**src/rtl/pkt_rr_arbiter.sv**
```systemverilog
// pkt_rr_arbiter: packet-level round-robin arbiter sharing one 16-bit
// stream input of the nibble packer between NUM_REQ upstream sources.
// A grant is held from the first beat of a packet until its s_last beat.
// Optional macro ARB_KEEP_CHECK_EN: beats with keep outside {0,4,8,12,16}
// are consumed but not forwarded, and keep_err pulses for one cycle.
module pkt_rr_arbiter #(
  parameter int NUM_REQ = 4,
  parameter int DATA_W  = 16,
  parameter int KEEP_W  = 8,
  parameter int IDX_W   = 2
) (
  input  logic                      clk,
  input  logic                      arst,
  input  logic [NUM_REQ*DATA_W-1:0] s_data,
  input  logic [NUM_REQ*KEEP_W-1:0] s_keep,
  input  logic [NUM_REQ-1:0]        s_valid,
  input  logic [NUM_REQ-1:0]        s_last,
  output logic [NUM_REQ-1:0]        s_ready,
  output logic [DATA_W-1:0]         m_data,
  output logic [KEEP_W-1:0]         m_keep,
  output logic                      m_valid,
  output logic                      m_last,
  input  logic                      m_ready,
  output logic [IDX_W-1:0]          grant_idx,
  output logic                      busy,
  output logic                      keep_err
);

  typedef enum logic {IDLE, BUSY} state_t;

  state_t             state_q;
  logic [IDX_W-1:0]   rr_ptr_q;
  logic [IDX_W-1:0]   grant_q;
  logic [IDX_W-1:0]   pick_idx;
  logic [IDX_W:0]     cand;
  logic [IDX_W-1:0]   rr_next;
  logic [DATA_W-1:0]  g_data;
  logic [KEEP_W-1:0]  g_keep;
  logic               g_valid;
  logic               g_last;
  logic               busy_w;
  logic               fwd_ok;
  logic               xfer_last;

`ifdef ARB_KEEP_CHECK_EN
  logic keep_err_q;

  // keep counts valid data bits in whole nibbles, so only 0/4/8/12/16 are legal
  function automatic logic keep_legal(input logic [KEEP_W-1:0] k);
    return (k == KEEP_W'(0)) || (k == KEEP_W'(4)) || (k == KEEP_W'(8)) ||
           (k == KEEP_W'(12)) || (k == KEEP_W'(16));
  endfunction

  assign fwd_ok   = keep_legal(g_keep);
  assign keep_err = keep_err_q;
`else
  assign fwd_ok   = 1'b1;
  assign keep_err = 1'b0;
`endif

  assign busy_w    = (state_q == BUSY);
  assign busy      = busy_w;
  assign grant_idx = grant_q;
  assign xfer_last = busy_w & g_valid & m_ready & g_last;
  assign rr_next   = (grant_q == IDX_W'(NUM_REQ - 1)) ? '0 : grant_q + 1'b1;

  // Round-robin search: first valid requester at or after rr_ptr, wrapping.
  // Scanning offsets from high to low lets the smallest offset win.
  always_comb begin
    pick_idx = '0;
    cand     = '0;
    for (int k = NUM_REQ - 1; k >= 0; k--) begin
      cand = {1'b0, rr_ptr_q} + (IDX_W+1)'(k);
      if (cand >= (IDX_W+1)'(NUM_REQ)) cand = cand - (IDX_W+1)'(NUM_REQ);
      if (s_valid[cand[IDX_W-1:0]]) pick_idx = cand[IDX_W-1:0];
    end
  end

  // Select the granted requester's stream fields.
  always_comb begin
    g_data  = '0;
    g_keep  = '0;
    g_valid = 1'b0;
    g_last  = 1'b0;
    for (int i = 0; i < NUM_REQ; i++) begin
      if (grant_q == IDX_W'(i)) begin
        g_data  = s_data[i*DATA_W +: DATA_W];
        g_keep  = s_keep[i*KEEP_W +: KEEP_W];
        g_valid = s_valid[i];
        g_last  = s_last[i];
      end
    end
  end

  // Zero-latency pass-through while BUSY; everything quiet in IDLE.
  always_comb begin
    m_data  = busy_w ? g_data : '0;
    m_keep  = busy_w ? g_keep : '0;
    m_valid = busy_w & g_valid & fwd_ok;
    m_last  = busy_w & g_last & fwd_ok;
    s_ready = '0;
    for (int i = 0; i < NUM_REQ; i++) begin
      s_ready[i] = busy_w & (grant_q == IDX_W'(i)) & m_ready;
    end
  end

  // Arbitration FSM: grant in IDLE, release on the transferring last beat.
  always_ff @(posedge clk) begin
    if (arst) begin
      state_q  <= IDLE;
      rr_ptr_q <= '0;
      grant_q  <= '0;
`ifdef ARB_KEEP_CHECK_EN
      keep_err_q <= 1'b0;
`endif
    end else begin
`ifdef ARB_KEEP_CHECK_EN
      keep_err_q <= busy_w & g_valid & m_ready & ~fwd_ok;
`endif
      case (state_q)
        IDLE: begin
          if (|s_valid) begin
            grant_q <= pick_idx;
            state_q <= BUSY;
          end
        end
        BUSY: begin
          if (xfer_last) begin
            state_q  <= IDLE;
            rr_ptr_q <= rr_next;
          end
        end
        default: state_q <= IDLE;
      endcase
    end
  end

endmodule

```
**config.mk**
```make
export PLATFORM = sky130hd
export DESIGN_NAME = pkt_rr_arbiter
export DESIGN_NICKNAME = d
export VERILOG_FILES = /design/src/rtl/pkt_rr_arbiter.sv
export SDC_FILE = /design/constraint.sdc
export NUM_CORES = 1
export LEC_CHECK = 0
export ABC_AREA = 1
export BUFFER_PORTS_ARGS = -buffer_cell sky130_fd_sc_hd__buf_2
export CORE_MARGIN = 2
export CORE_UTILIZATION = 30
export DETAILED_ROUTE_END_ITERATION = 16
export MAX_ROUTING_LAYER = met4
export PLACE_DENSITY = 0.67
export SETUP_SLACK_MARGIN = 0.5
export SYNTH_ARGS = -nofsm -noshare
export SYNTH_HDL_FRONTEND = slang
export SYNTH_SLANG_ARGS = --single-unit
export TNS_END_PERCENT = 5
```
**constraint.sdc**
```tcl
create_clock -name clk -period 1.9 [get_ports clk]
set_input_delay 0.38 -clock clk [delete_from_list [all_inputs] [get_ports clk]]
set_output_delay 0.38 -clock clk [all_outputs]
set_load 0.01 [all_outputs]
```
==> qor_table.md <==
| Parameter | Reported |
|---|---|
| Result of the run | finished, violations left |
| Failing checks | setup timing |
| Number of iterations in the first detailed-routing pass | 4 |
| Overall Power | 1.06 mW |
| Post-Place Cell Area | 0.00223 mm² |
| Initial core utilization | 30.9% |
| Area share of the largest cell type after synthesis | 16.2% |
| Pin count of the biggest net entering global routing | 23 |
| Mapped Avg Cell Area | 5.50 µm² |
| # diodes | 0 |
| Aggregate routed wire length | 5.52 mm |
| Top-count cell post-synth | sky130_fd_sc_hd__nand2_1 |
| Sequential element share of the synthesized area | 7.55% |
| Cell type contributing the most total cell area after synthesis | sky130_fd_sc_hd__o21ai_0 |
| Number of levels the H-tree was split into | 1 |
| Number of warning messages in the yosys log | 0 |
| Most numerous cell types in the synthesized netlist | sky130_fd_sc_hd__nand2_1, sky130_fd_sc_hd__o21ai_0, sky130_fd_sc_hd__a21oi_1 |
| Number of cells produced by synthesis | 241 |
| Setup violation total in the final timing report | 25 |
| Placer congestion estimate | 0.881 |
| WL per Instance | 12.7 µm |
| Number of max-slew violations in the final report | 0 |
| EDFF count, synth | 0 |
| Count of buffers from port buffering | 139 |
| Area of the multi-input gates | 0.00116 mm² |
| R2r startpoint | grant_idx[1] |
| Clock tree from TritonCTS | built |
| Core Rows | 24 |
| Via count of the first global-routing pass | 2014 |
| Die W | 70.5 µm |
| GRT Resource Usage Total | 22.1% |
| Clock edge transition at the registers on the reported setup and hold paths | 40 ps |
| Depth of the worst register-to-register path | 10 |
| First-pass GRT wire length | 8.94 mm |
| Final global-route overflow total | 0 |
| Worst-case clock buffer depth | 2 |
| Maximum fanout along the worst path | 16 |
| Capturing element type of the critical path | output pin |
| Post-DP HPWL | 4.48 mm |
| Number of violations of the max-capacitance limit | 0 |
| FF+latch count, synth | 5 |
| Setup WS post-layout | -110 ps |
| Most frequently used flop master after synthesis | sky130_fd_sc_hd__dfxtp_1 |
| Crit path time final | 2010 ps |
| Die Height | 70.5 µm |
| Clk sinks | 5 |
| Initial DRC Count | 70 |
| Number of nets produced by synthesis | 352 |
| Number of vias in the routed layout | 2211 |
| Area overhead of the layout relative to synthesis | 76.2% |
| Hold-fix buffer count after cts | 0 |
| Buffers inserted by post-CTS timing repair | 0 |
| Routed via count divided by cell count | 5.07 |
| Final Hold Violating Endpoints | 0 |
| Residual DRC | 0 |
| Fraction of synthesis flops using an asynchronous set or reset pin | 0% |
| Areal power density over the cells | 454 mW/mm² |
| Net total in the final layout | 496 |
| Post-route antenna net violation count | 0 |
| Total CTS buffers | 3 |
| Static Leakage | 1.27 nW |
| Maximum frequency from static timing analysis | 498 MHz |
| Critical hold path startpoint | arst |
| Final hold slack | 368 ps |
| Footprint of the flip-flops and latches | 113 µm² |
| Final Instance Area | 0.00234 mm² |
| Number of antenna violations at the first check in global routing | 0 |
| Crit path required time | 1520 ps |
| Cell types occupying the most area after synthesis | sky130_fd_sc_hd__o21ai_0, sky130_fd_sc_hd__nand2_1, sky130_fd_sc_hd__a21oi_1, sky130_fd_sc_hd__a22oi_1, sky130_fd_sc_hd__dfxtp_1 |
| Clock root cell | sky130_fd_sc_hd__clkbuf_8 |
| Endpoint arrival time on the critical path | 1630 ps |
| Type of the tightest min-delay check | in -> reg |
| Number of distinct library cells after synthesis | 25 |
| Boundary pin count | 141 |
| Share of the clock period used by the worst path | 106% |
| Area of the die | 0.00497 mm² |
| Hold-critical path endpoint | grant_idx[0] |
| Netlist Area Pre-Place | 0.00133 mm² |
| Post-Route Setup TNS | -1650 ps |
| Layout cells sized above 1 | 55.2% |
| Worst-case register-to-register setup slack | 340 ps |
| CP Class | reg -> out |
| Layout fillers | 445 |
| Clock skew after layout | 2.64 ps |
| Element type at the critical path start | flip-flop |
| Latest clock arrival within the worst-skew pair | 220 ps |
| Depth of the worst hold-timing path | 2 |
| RR Endpoint | rr_ptr_q[0] |
| Setup repair after global routing missed its margin | true |
| Peak VDD IR | 399 µV |
| Core Area | 0.00429 mm² |
[cell usage in the layout, fill, tap and decap left out]
cell type and instances:
sky130_fd_sc_hd__buf_4 17, sky130_fd_sc_hd__nand4_1 2, sky130_fd_sc_hd__nor3_1 4, sky130_fd_sc_hd__nand3_2 2, sky130_fd_sc_hd__buf_2 139, sky130_fd_sc_hd__inv_2 6
sky130_fd_sc_hd__buf_12 3, sky130_fd_sc_hd__conb_1 1, sky130_fd_sc_hd__clkbuf_8 3, sky130_fd_sc_hd__inv_1 10, sky130_fd_sc_hd__nor2_2 1, sky130_fd_sc_hd__dfxtp_1 1
sky130_fd_sc_hd__nor2_1 1, sky130_fd_sc_hd__o21ai_0 29, sky130_fd_sc_hd__nand2_4 2, sky130_fd_sc_hd__ha_1 2, sky130_fd_sc_hd__a21oi_2 17, sky130_fd_sc_hd__ha_2 2
sky130_fd_sc_hd__a21oi_1 15, sky130_fd_sc_hd__inv_4 1, sky130_fd_sc_hd__a22oi_2 3, sky130_fd_sc_hd__nand2_1 56, sky130_fd_sc_hd__dfxtp_2 1, sky130_fd_sc_hd__or2_2 1
sky130_fd_sc_hd__o21ai_2 7, sky130_fd_sc_hd__clkbuf_1 1, sky130_fd_sc_hd__nand3_1 15, sky130_fd_sc_hd__a21oi_4 1, sky130_fd_sc_hd__clkinv_1 1, sky130_fd_sc_hd__nand2_2 1
sky130_fd_sc_hd__dfxtp_4 3, sky130_fd_sc_hd__a22oi_1 17, sky130_fd_sc_hd__nor2_4 2, sky130_fd_sc_hd__o21ai_1 17
[cell type report]
class	count	share of cell area (%)
clock buffers	4	1.93
inverters	18	3.00
multi-input cells	198	49.7
flip-flops and latches	5	4.82
well taps	52	2.78
repair buffers	159	37.8
[layer usage]
metal  wire [µm]  vias to the layer above  part of all wire, %  track usage [%]
li1            -                     1127                    -                -
met1        2250                      981                   41             26.3
met2        2780                       93                   50             38.8
met3         420                       10                  7.6             2.31
met4          73                        0                  1.3             6.62
met5           0                        -                    0                -
[logic make-up after synthesis]
group                      share of synthesized area, %
AOI/OAI and AO/OA                                  44.6
and+or+nand+nor                                    30.0
buffers and inverters                              13.8
DFF                                                7.55
adders and majority gates                          3.77
other                                             0.283
[critical path: stages (launching register included)]
cell	delay, ps
sky130_fd_sc_hd__dfxtp_4	360
sky130_fd_sc_hd__inv_2	40
sky130_fd_sc_hd__ha_2	210
sky130_fd_sc_hd__nor2_4	130
sky130_fd_sc_hd__buf_12	150
sky130_fd_sc_hd__a22oi_1	70
sky130_fd_sc_hd__nand2_1	60
sky130_fd_sc_hd__o21ai_0	70
sky130_fd_sc_hd__a21oi_1	160
sky130_fd_sc_hd__buf_2	160
[flip-flops by register name (all words and copies together) (netlist names)]
name / count
busy: 1
rr_ptr_q: 2
grant_idx: 2
[per-stage QoR]
stage / worst slack (ps) / cells / utilization [%]
after floorplan: 183 / 241 / -
after global placement: 90.7 / 432 / 51.9
after detailed placement: 26.2 / 432 / 51.9
after CTS: -127 / 436 / 53.4
after global routing: -233 / 436 / 54.4
final: -110 / 436 / 54.4
[how the worst max path moves through the flow]
| stage | startpoint | end | slack (ps) |
|---|---|---|---|
| 6_report | grant_idx[1] | m_data[1] | -110 |
| 5_1_grt | grant_idx[1] | m_data[1] | -230 |
| 4_1_cts | grant_idx[1] | m_data[1] | -130 |
| 3_5_place_dp | grant_idx[0] | m_keep[4] | 30 |
| 3_3_place_gp | grant_idx[0] | m_keep[4] | 90 |
| 2_1_floorplan | grant_idx[1] | m_data[11] | 180 |
[report_power, final]
| part | internal (mW) | total, mW | switching (mW) | leakage, nW |
|---|---|---|---|---|
| combinational | 0.344 | 0.737 | 0.394 | 1.20 |
| sequential | 0.112 | 0.122 | 0.0105 | 0.0437 |
| clock | 0.144 | 0.201 | 0.0565 | 0.0228 |
[repair_timing]
| action | 4_1_cts | 5_1_grt |
|---|---|---|
| setup endpoints to repair | 34 | 35 |
| pin swaps | 0 | 3 |
| resized for setup | 8 | 15 |
No activity file was read; power rests on OpenSTA's default activity.
